**config.mk**
```make
export PLATFORM = sky130hd
export DESIGN_NAME = mmio_intc
export DESIGN_NICKNAME = d
export VERILOG_FILES = /design/src/rtl/mmio_intc.sv
export SDC_FILE = /design/constraint.sdc
export NUM_CORES = 1
export LEC_CHECK = 0
export ABC_AREA = 1
export BUFFER_PORTS_ARGS = -buffer_cell sky130_fd_sc_hd__buf_2
export CAP_MARGIN = 20
export CORE_ASPECT_RATIO = 0.75
export CORE_UTILIZATION = 45
export CTS_BUF_LIST = sky130_fd_sc_hd__clkbuf_4 sky130_fd_sc_hd__clkbuf_8
export DETAILED_ROUTE_END_ITERATION = 7
export HOLD_SLACK_MARGIN = 0.1
export PLACE_DENSITY_LB_ADDON = 0.3
export SYNTH_ARGS = -nofsm -noshare
export SYNTH_HDL_FRONTEND = slang
export SYNTH_SLANG_ARGS = --single-unit
```
**constraint.sdc**
```tcl
create_clock -name wb_clk_i -period 1.7 [get_ports wb_clk_i]
set_input_delay 0.17 -clock wb_clk_i [delete_from_list [all_inputs] [get_ports wb_clk_i]]
set_output_delay 0.17 -clock wb_clk_i [all_outputs]
set_load 0.05 [all_outputs]
```
**src/rtl/mmio_intc.sv**
```systemverilog
// Memory-mapped prioritised interrupt controller: NCH sources, per-channel vector/enable/pending,
// req/ack/EOI handshake. Define INTC_EDGE_EN for rising-edge source detection (default: level).
module mmio_intc #(
  parameter int unsigned NCH       = 4,
  parameter logic [7:0]  BASE_ADDR = 8'd240
) (
  input  logic           wb_clk_i,
  input  logic           wb_rst_i,
  input  logic [7:0]     addr,
  input  logic [7:0]     w_data,
  input  logic           w_en,
  input  logic [NCH-1:0] src,
  input  logic           int_ack,
  output logic [7:0]     r_data,
  output logic           hit,
  output logic           int_req,
  output logic [7:0]     int_vec
);

  typedef enum logic [1:0] {IDLE, REQ, SERVICE} state_e;

  localparam logic [8:0] WIN_END = 9'(BASE_ADDR) + 9'(4 + NCH);

  state_e         state_q, state_d;
  logic [NCH-1:0] enable_q, enable_d;
  logic [NCH-1:0] pending_q, pending_d;
  logic [7:0]     vec_q [NCH];
  logic [2:0]     active_id_q, active_id_d;
  logic           int_req_q, int_req_d;
  logic [7:0]     int_vec_q, int_vec_d;

  logic [7:0]     offset;
  logic           wr, wr_enable, wr_pending, wr_eoi;
  logic [NCH-1:0] wr_vec;
  logic [NCH-1:0] set, clr, masked, active_onehot;
  logic [2:0]     pick;
  logic [7:0]     picked_vec;
  logic           active_en, in_service;

  assign hit        = ({1'b0, addr} >= {1'b0, BASE_ADDR}) && ({1'b0, addr} < WIN_END);
  assign offset     = addr - BASE_ADDR;
  assign wr         = w_en && hit;
  assign wr_enable  = wr && (offset == 8'd0);
  assign wr_pending = wr && (offset == 8'd1);
  assign wr_eoi     = wr && (offset == 8'd3);
  assign in_service = (state_q == SERVICE);

`ifdef INTC_EDGE_EN
  logic [NCH-1:0] src_q;
  always_ff @(posedge wb_clk_i) begin
    if (wb_rst_i) src_q <= '0;
    else          src_q <= src;
  end
  assign set = src & ~src_q;
`else
  assign set = src;
`endif

  for (genvar gi = 0; gi < NCH; gi++) begin : g_vec
    assign wr_vec[gi]        = wr && (offset == 8'(4 + gi));
    assign active_onehot[gi] = (active_id_q == 3'(gi));
    always_ff @(posedge wb_clk_i) begin
      if (wb_rst_i)        vec_q[gi] <= 8'd0;
      else if (wr_vec[gi]) vec_q[gi] <= w_data;
    end
  end

  assign masked    = pending_q & enable_q;
  assign active_en = |(enable_q & active_onehot);

  // Lowest index wins; the vector is selected here so it can be latched on grant.
  always_comb begin
    pick       = 3'd0;
    picked_vec = 8'd0;
    for (int i = NCH - 1; i >= 0; i--) begin
      if (masked[i]) begin
        pick       = 3'(i);
        picked_vec = vec_q[i];
      end
    end
  end

  // Set has priority over both the W1C write and the acknowledge clear.
  always_comb begin
    clr = '0;
    if (wr_pending) clr = w_data[NCH-1:0];
    if (state_q == REQ && int_ack) clr = clr | active_onehot;
    pending_d = (pending_q & ~clr) | set;
    enable_d  = wr_enable ? w_data[NCH-1:0] : enable_q;
  end

  always_comb begin
    state_d     = state_q;
    int_req_d   = int_req_q;
    int_vec_d   = int_vec_q;
    active_id_d = active_id_q;
    case (state_q)
      IDLE: begin
        if (|masked) begin
          state_d     = REQ;
          int_req_d   = 1'b1;
          int_vec_d   = picked_vec;
          active_id_d = pick;
        end
      end
      REQ: begin
        if (int_ack) begin
          state_d   = SERVICE;
          int_req_d = 1'b0;
        end else if (!active_en) begin
          state_d     = IDLE;
          int_req_d   = 1'b0;
          active_id_d = 3'd0;
        end
      end
      SERVICE: begin
        if (wr_eoi) begin
          state_d     = IDLE;
          active_id_d = 3'd0;
        end
      end
      default: begin
        state_d   = IDLE;
        int_req_d = 1'b0;
      end
    endcase
  end

  always_ff @(posedge wb_clk_i) begin
    if (wb_rst_i) begin
      state_q     <= IDLE;
      enable_q    <= '0;
      pending_q   <= '0;
      active_id_q <= 3'd0;
      int_req_q   <= 1'b0;
      int_vec_q   <= 8'd0;
    end else begin
      state_q     <= state_d;
      enable_q    <= enable_d;
      pending_q   <= pending_d;
      active_id_q <= active_id_d;
      int_req_q   <= int_req_d;
      int_vec_q   <= int_vec_d;
    end
  end

  always_comb begin
    r_data = 8'd0;
    if (hit) begin
      case (offset)
        8'd0: r_data[NCH-1:0] = enable_q;
        8'd1: r_data[NCH-1:0] = pending_q;
        8'd2: r_data = {in_service, int_req_q, 3'b000, active_id_q};
        default: begin
          for (int i = 0; i < NCH; i++) begin
            if (offset == 8'(4 + i)) r_data = vec_q[i];
          end
        end
      endcase
    end
  end

  assign int_req = int_req_q;
  assign int_vec = int_vec_q;

endmodule
```
==> results.json, run 1 <==
{
  "status": "finished clean",
  "synth_nets": 417,
  "syn_area_um2": 2967,
  "place_ws_ns": 0.03440,
  "via_per_inst": 5.334,
  "cts_buffers": 5,
  "holdPathStages": 3,
  "design.die.area_um2": 6925,
  "num-fill-cells": 588,
  "synth-seq-cells": 53,
  "clk_latency_ns": 0.32,
  "core_um2": 6319,
  "yosys_warnings": 0,
  "startpoint_type": "primary input",
  "routabilityCongestion": 0.8999,
  "seqCellArea_um2": 1383,
  "synthCells": 389,
  "hpwl_um": 6576,
  "crit_path_frequent_cell": "nand2_1",
  "nNetsFinal": 494,
  "reg2reg_from": "state_q[0]",
  "clkTransAtPathRegs_ns": 0.10,
  "required_ns": 1.53,
  "cts-root-buf": "clkbuf_8",
  "tightest_slew_ns": 0.3897,
  "p_per_area_nw_per_um2": 743.4,
  "num_antenna_cells": 0,
  "fin_crit_sh": 0.9572,
  "drive_gt1_frac": 0.2548,
  "grt_pass1_vias": 2659,
  "crit_fanout": 5,
  "multiInputGateArea_um2": 1419,
  "io_buffer_count": 41,
  "finalClockSkew_ns": 0.01045,
  "r2r_end": "int_vec[1]",
  "holdPathEnd": "enable_q[0]",
  "h-tree-depth": 2,
  "critical_path.cell_chain": "buf_2, inv_2, nand2_4, nor3_4, nand2_2, clkinv_4, nand2_1, nand2_1, inv_1, a21oi_2, buf_6",
  "max_clock_freq_ghz": 0.6145,
  "wire_per_inst_um": 15.46,
  "cp.arrival_ns": 1.46,
  "slew_violations": 0,
  "final_hold_viol_count": 0,
  "syn_area_per_cell_um2": 7.626,
  "drt_wl_total_um": 8470,
  "hold_start": "w_data[0]",
  "vias": 2923,
  "synthDistinctLibCells": 30,
  "ir_worst_vdd_mv": 0.5214,
  "grt_pass1_wl_um": 13410,
  "period_minus_slack_ns": 1.627,
  "grt_max_degree": 18,
  "place_inst": 531,
  "grt.overflow.total": 0,
  "die_x_um": 95.76,
  "relSlewSlack": 0.7394,
  "ant_nets": 0,
  "min_path_type": "primary input to flip-flop",
  "layout_common_cells": "nor2_1, nand2_1, inv_1, a21oi_1, buf_2",
  "track_usage": 0.2629,
  "path_class": "primary input to output port",
  "fin_ws_ns": 0.07278,
  "p_leak_nw": 1.744,
  "antenna_found_initial": 0,
  "cts_tree": "done",
  "drc": 0,
  "reg2reg_slack_ns": 0.19,
  "initial_core_util": 0.4695,
  "drtPass1Iterations": 5,
  "fp.dieH_um": 72.32,
  "seq_area_frac_synth": 0.4656,
  "areaGrowthSynthToFinish_pct": 24.93,
  "layout_commonest_cell": "nor2_1",
  "setup_viol": 0,
  "maxCapViolations": 0,
  "num_rows": 25,
  "clkSinkCount": 53,
  "critPathCaptureType": "output port",
  "ioPinCount": 42,
  "max_stage_delay_ns": 0.28,
  "drtIter0Drc": 330,
  "cp_slowest_cell": "nor3_4",
  "r2r_cells": 7,
  "stdcell_count": 548,
  "clk_path_buf_depth": 2
}
layer usage:
metal / track usage / routed length (um) / vias to the layer above
met5: 0 / 0 / -
met4: 0.05473 / 85 / 0
met3: 0.06604 / 916 / 10
met2: 0.3762 / 3447 / 124
met1: 0.4012 / 4020 / 1355
li1: - / - / 1434
where the power goes:
group | total, mW | internal [mW] | switching [mW] | leakage, nW
registers | 1.49 | 1.43 | 0.0627 | 0.475
clock network | 0.912 | 0.462 | 0.450 | 0.0592
logic | 0.354 | 0.120 | 0.234 | 1.21
sequential cells by signal, summed over array words and instances, names as in the netlist:
register,cells
int_vec,8
state_q,2
int_req,1
pending_q,4
enable_q,4
active_id_q,2
vec_q,32
cells by family after synthesis:
group / count (synthesis) / synth area share
adders and majority gates: 4 / 0.01687
AOI/OAI and AO/OA: 71 / 0.1261
and+or+nand+nor: 206 / 0.3210
DFF: 53 / 0.4656
buffers and inverters: 55 / 0.07043
metrics by stage:
step | area [um^2] | TNS [ns] | power (mW) | hold WS (ns) | util
3_3_place_gp | 3462 | 0 | 1.841 | 0.3860 | 0.5479
5_1_grt | 3706 | -0.02608 | 2.861 | 0.1562 | 0.5865
6_report | 3706 | 0 | 2.755 | 0.1330 | 0.5865
3_5_place_dp | 3462 | 0 | 1.846 | 0.3869 | 0.5479
2_1_floorplan | 2992 | -0.01604 | 1.714 | 0.2877 | -
4_1_cts | 3617 | 0 | 2.752 | 0.1307 | 0.5725
cell usage after synthesis:
library cell	number	area, um^2
a211oi_1	4	30.03
a21oi_1	39	195.2
a31oi_1	5	31.28
buf_2	1	5.000
clkbuf_1	3	11.26
clkinv_1	2	7.510
clkinv_2	1	5.000
dfxtp_1	21	420.4
edfxtp_1	32	960.9
ha_1	4	50.05
inv_1	45	168.9
inv_2	3	11.26
nand2_1	66	247.7
nand2_2	10	62.56
nand2_4	2	22.52
nand3_1	25	125.1
nand3_2	2	20.02
nand3_4	1	17.52
nand4_1	4	25.02
nor2_1	83	311.6
nor2_2	5	31.28
nor2_4	3	33.78
nor2_8	1	20.02
nor3_1	1	5.000
nor3_4	1	16.27
nor3b_1	1	7.510
o21ai_0	20	100.1
o21ai_1	1	5.000
o22ai_1	2	12.51
or2_2	1	6.260
area by class of cell:
type / instances / share of cell area
Timing Repair inverter: 1 / 0.001350
Inverter: 51 / 0.05300
Multi-Input combinational cell: 281 / 0.3828
Clock inverter: 2 / 0.01047
Tap cell: 81 / 0.02735
Timing Repair Buffer: 73 / 0.1313
Sequential cell: 53 / 0.3731
Clock buffer: 6 / 0.02059
worst max path at each step:
stage | slack, ns | to | start | cells after the start
2_1_floorplan | -0.02 | r_data[3] | addr[6] | 8
3_3_place_gp | 0.03 | r_data[7] | addr[3] | 11
3_5_place_dp | 0.03 | r_data[7] | addr[6] | 10
4_1_cts | 0.01 | r_data[7] | addr[6] | 10
5_1_grt | -0.009 | r_data[2] | addr[3] | 11
6_report | 0.07 | r_data[7] | addr[3] | 11
critical path, delay by kind of cell:
| kind | cells | cell delay [ns] |
|---|---|---|
| AOI/OAI and AO/OA | 1 | 0.16 |
| buffers and inverters | 5 | 0.50 |
| and+or+nand+nor | 5 | 0.64 |
what timing repair did:
action,CTS,global route
endpoints found under the hold margin,4,0
endpoints found under the setup margin,0,10
hold buffers,4,0
buffers inserted,0,4
resized for setup,0,26
No activity file was read; power rests on OpenSTA's default activity.
==> run 2, diff against run 1 <==
HOLD_SLACK_MARGIN = 0.15   (was 0.1)
==> results.json, run 2 (same netlist as run 1, synthesis figures left out) <==
{
  "reg2reg_from": "state_q[1]",
  "grt_pass1_wl_um": 13460,
  "p_per_area_nw_per_um2": 739.5,
  "critPathCaptureType": "output port",
  "grt_pass1_vias": 2675,
  "clkSinkCount": 53,
  "cts_tree": "done",
  "relSlewSlack": 0.7408,
  "crit_path_frequent_cell": "nand2_1",
  "drive_gt1_frac": 0.2532,
  "num_antenna_cells": 0,
  "io_buffer_count": 41,
  "antenna_found_initial": 0,
  "place_inst": 531,
  "vias": 2974,
  "p_leak_nw": 1.757,
  "hold_start": "w_data[1]",
  "slew_violations": 0,
  "cts_buffers": 5,
  "design.die.area_um2": 6925,
  "worst-path-buf-inv": 5,
  "fin_ws_ns": 0.07725,
  "grt_max_degree": 18,
  "core_um2": 6319,
  "routabilityCongestion": 0.8999,
  "h-tree-depth": 2,
  "ant_nets": 0,
  "top_register": "vec_q",
  "tightest_slew_ns": 0.3877,
  "critPathTopFamily": "simple AND/OR/NAND/NOR gates",
  "cp.arrival_ns": 1.45,
  "track_usage": 0.2638,
  "num_rows": 25,
  "areaGrowthSynthToFinish_pct": 25.94,
  "drtIter0Drc": 285,
  "nNetsFinal": 497,
  "fin_crit_sh": 0.9546,
  "final_hold_viol_count": 0,
  "startpoint_type": "primary input",
  "finalClockSkew_ns": 0.009951,
  "crit_start": "addr[3]",
  "layout_commonest_cell": "nor2_1",
  "place_ws_ns": 0.03440,
  "critical_path.cell_chain": "buf_2, inv_2, nand2_4, nor3_4, nand2_2, clkinv_4, nand2_1, nand2_1, inv_1, a21oi_2, buf_6",
  "setup_viol": 0,
  "switchingPower_mw": 0.7499,
  "hpwl_um": 6576,
  "die_x_um": 95.76,
  "period_minus_slack_ns": 1.623,
  "largest_reg_flops": 32,
  "min_path_type": "primary input to flip-flop",
  "combPwrFrac": 0.130,
  "stdcell_count": 551,
  "fp.dieH_um": 72.32,
  "cp_slowest_cell": "nor3_4",
  "p_int_mw": 2.013,
  "clockPowerShare": 0.331,
  "p_sw_frac": 0.2714,
  "path_class": "primary input to output port",
  "required_ns": 1.53,
  "grt.overflow.total": 0,
  "wire_per_inst_um": 15.44,
  "status": "finished clean",
  "crit_fanout": 5,
  "drc": 0,
  "cts-root-buf": "clkbuf_8",
  "ir_worst_vdd_mv": 0.5233,
  "clkTransAtPathRegs_ns": 0.10,
  "initial_core_util": 0.4695,
  "max_stage_delay_ns": 0.28,
  "max_clock_freq_ghz": 0.6162,
  "layout_common_cells": "nor2_1, nand2_1, inv_1, a21oi_1, buf_2",
  "ioPinCount": 42,
  "maxCapViolations": 0,
  "clk_latency_ns": 0.32,
  "seq_power_share": 0.539,
  "clk_path_buf_depth": 2,
  "drtPass1Iterations": 5,
  "drt_wl_total_um": 8506,
  "via_per_inst": 5.397
}
[run 2: tightest hold or removal path, delay by kind of cell]
family	cells	cell delay, ns
AOI/OAI and AO/OA	1	0.05
buffers and inverters	1	0.12
and+or+nand+nor	1	0.10
[run 2: what timing repair did]
item / 4_1_cts / 5_1_grt
resized for setup: 0 / 26
endpoints found under the hold margin: 7 / 0
endpoints found under the setup margin: 0 / 10
hold buffers: 7 / 0
setup buffers: 0 / 4
[run 2: path summary, 6_finish.rpt]
path                    endpoint  slack [ns]  cells after the start
setup reg to reg  active_id_q[1]        0.21                     10
setup / recovery       r_data[7]        0.08                     11
hold reg to reg       state_q[1]        0.49                      2
hold / removal       enable_q[1]        0.16                      3
[run 2: power by group through the flow]
stage               combinational [mW]  sequential, mW  clock (mW)
finish                           0.359            1.49       0.915
global route                     0.396            1.50       0.971
CTS                              0.345            1.49       0.926
detailed placement               0.331            1.52           0
global placement                 0.325            1.52           0
floorplan                        0.200            1.51           0
[run 2: cell type report]
class | instances | area (um^2)
well taps | 81 | 101.3
fillers | 579 | 2582
repair buffers | 76 | 516.7
inverters | 51 | 196.4
multi-input cells | 281 | 1419
flip-flops and latches | 53 | 1383
clock inverters | 2 | 38.79
repair inverters | 1 | 5.005
clock buffers | 6 | 76.32
[run 2: through the flow]
stage / instance area, um^2 / util / TNS, ns / hold WS, ns / total power [mW]
floorplan: 2992 / - / -0.01604 / 0.2877 / 1.714
global placement: 3462 / 0.5479 / 0 / 0.3860 / 1.841
detailed placement: 3462 / 0.5479 / 0 / 0.3869 / 1.846
CTS: 3647 / 0.5772 / 0 / 0.1606 / 2.757
global route: 3736 / 0.5913 / -0.02608 / 0.1562 / 2.867
finish: 3736 / 0.5913 / 0 / 0.1641 / 2.763
[run 2: per-layer routing]
metal,vias to the layer above,part of all wire,global-route usage
met5,-,0,0
met4,0,0.0099,0.05473
met3,13,0.10,0.06604
met2,147,0.41,0.3786
met1,1374,0.48,0.4019
li1,1440,-,-
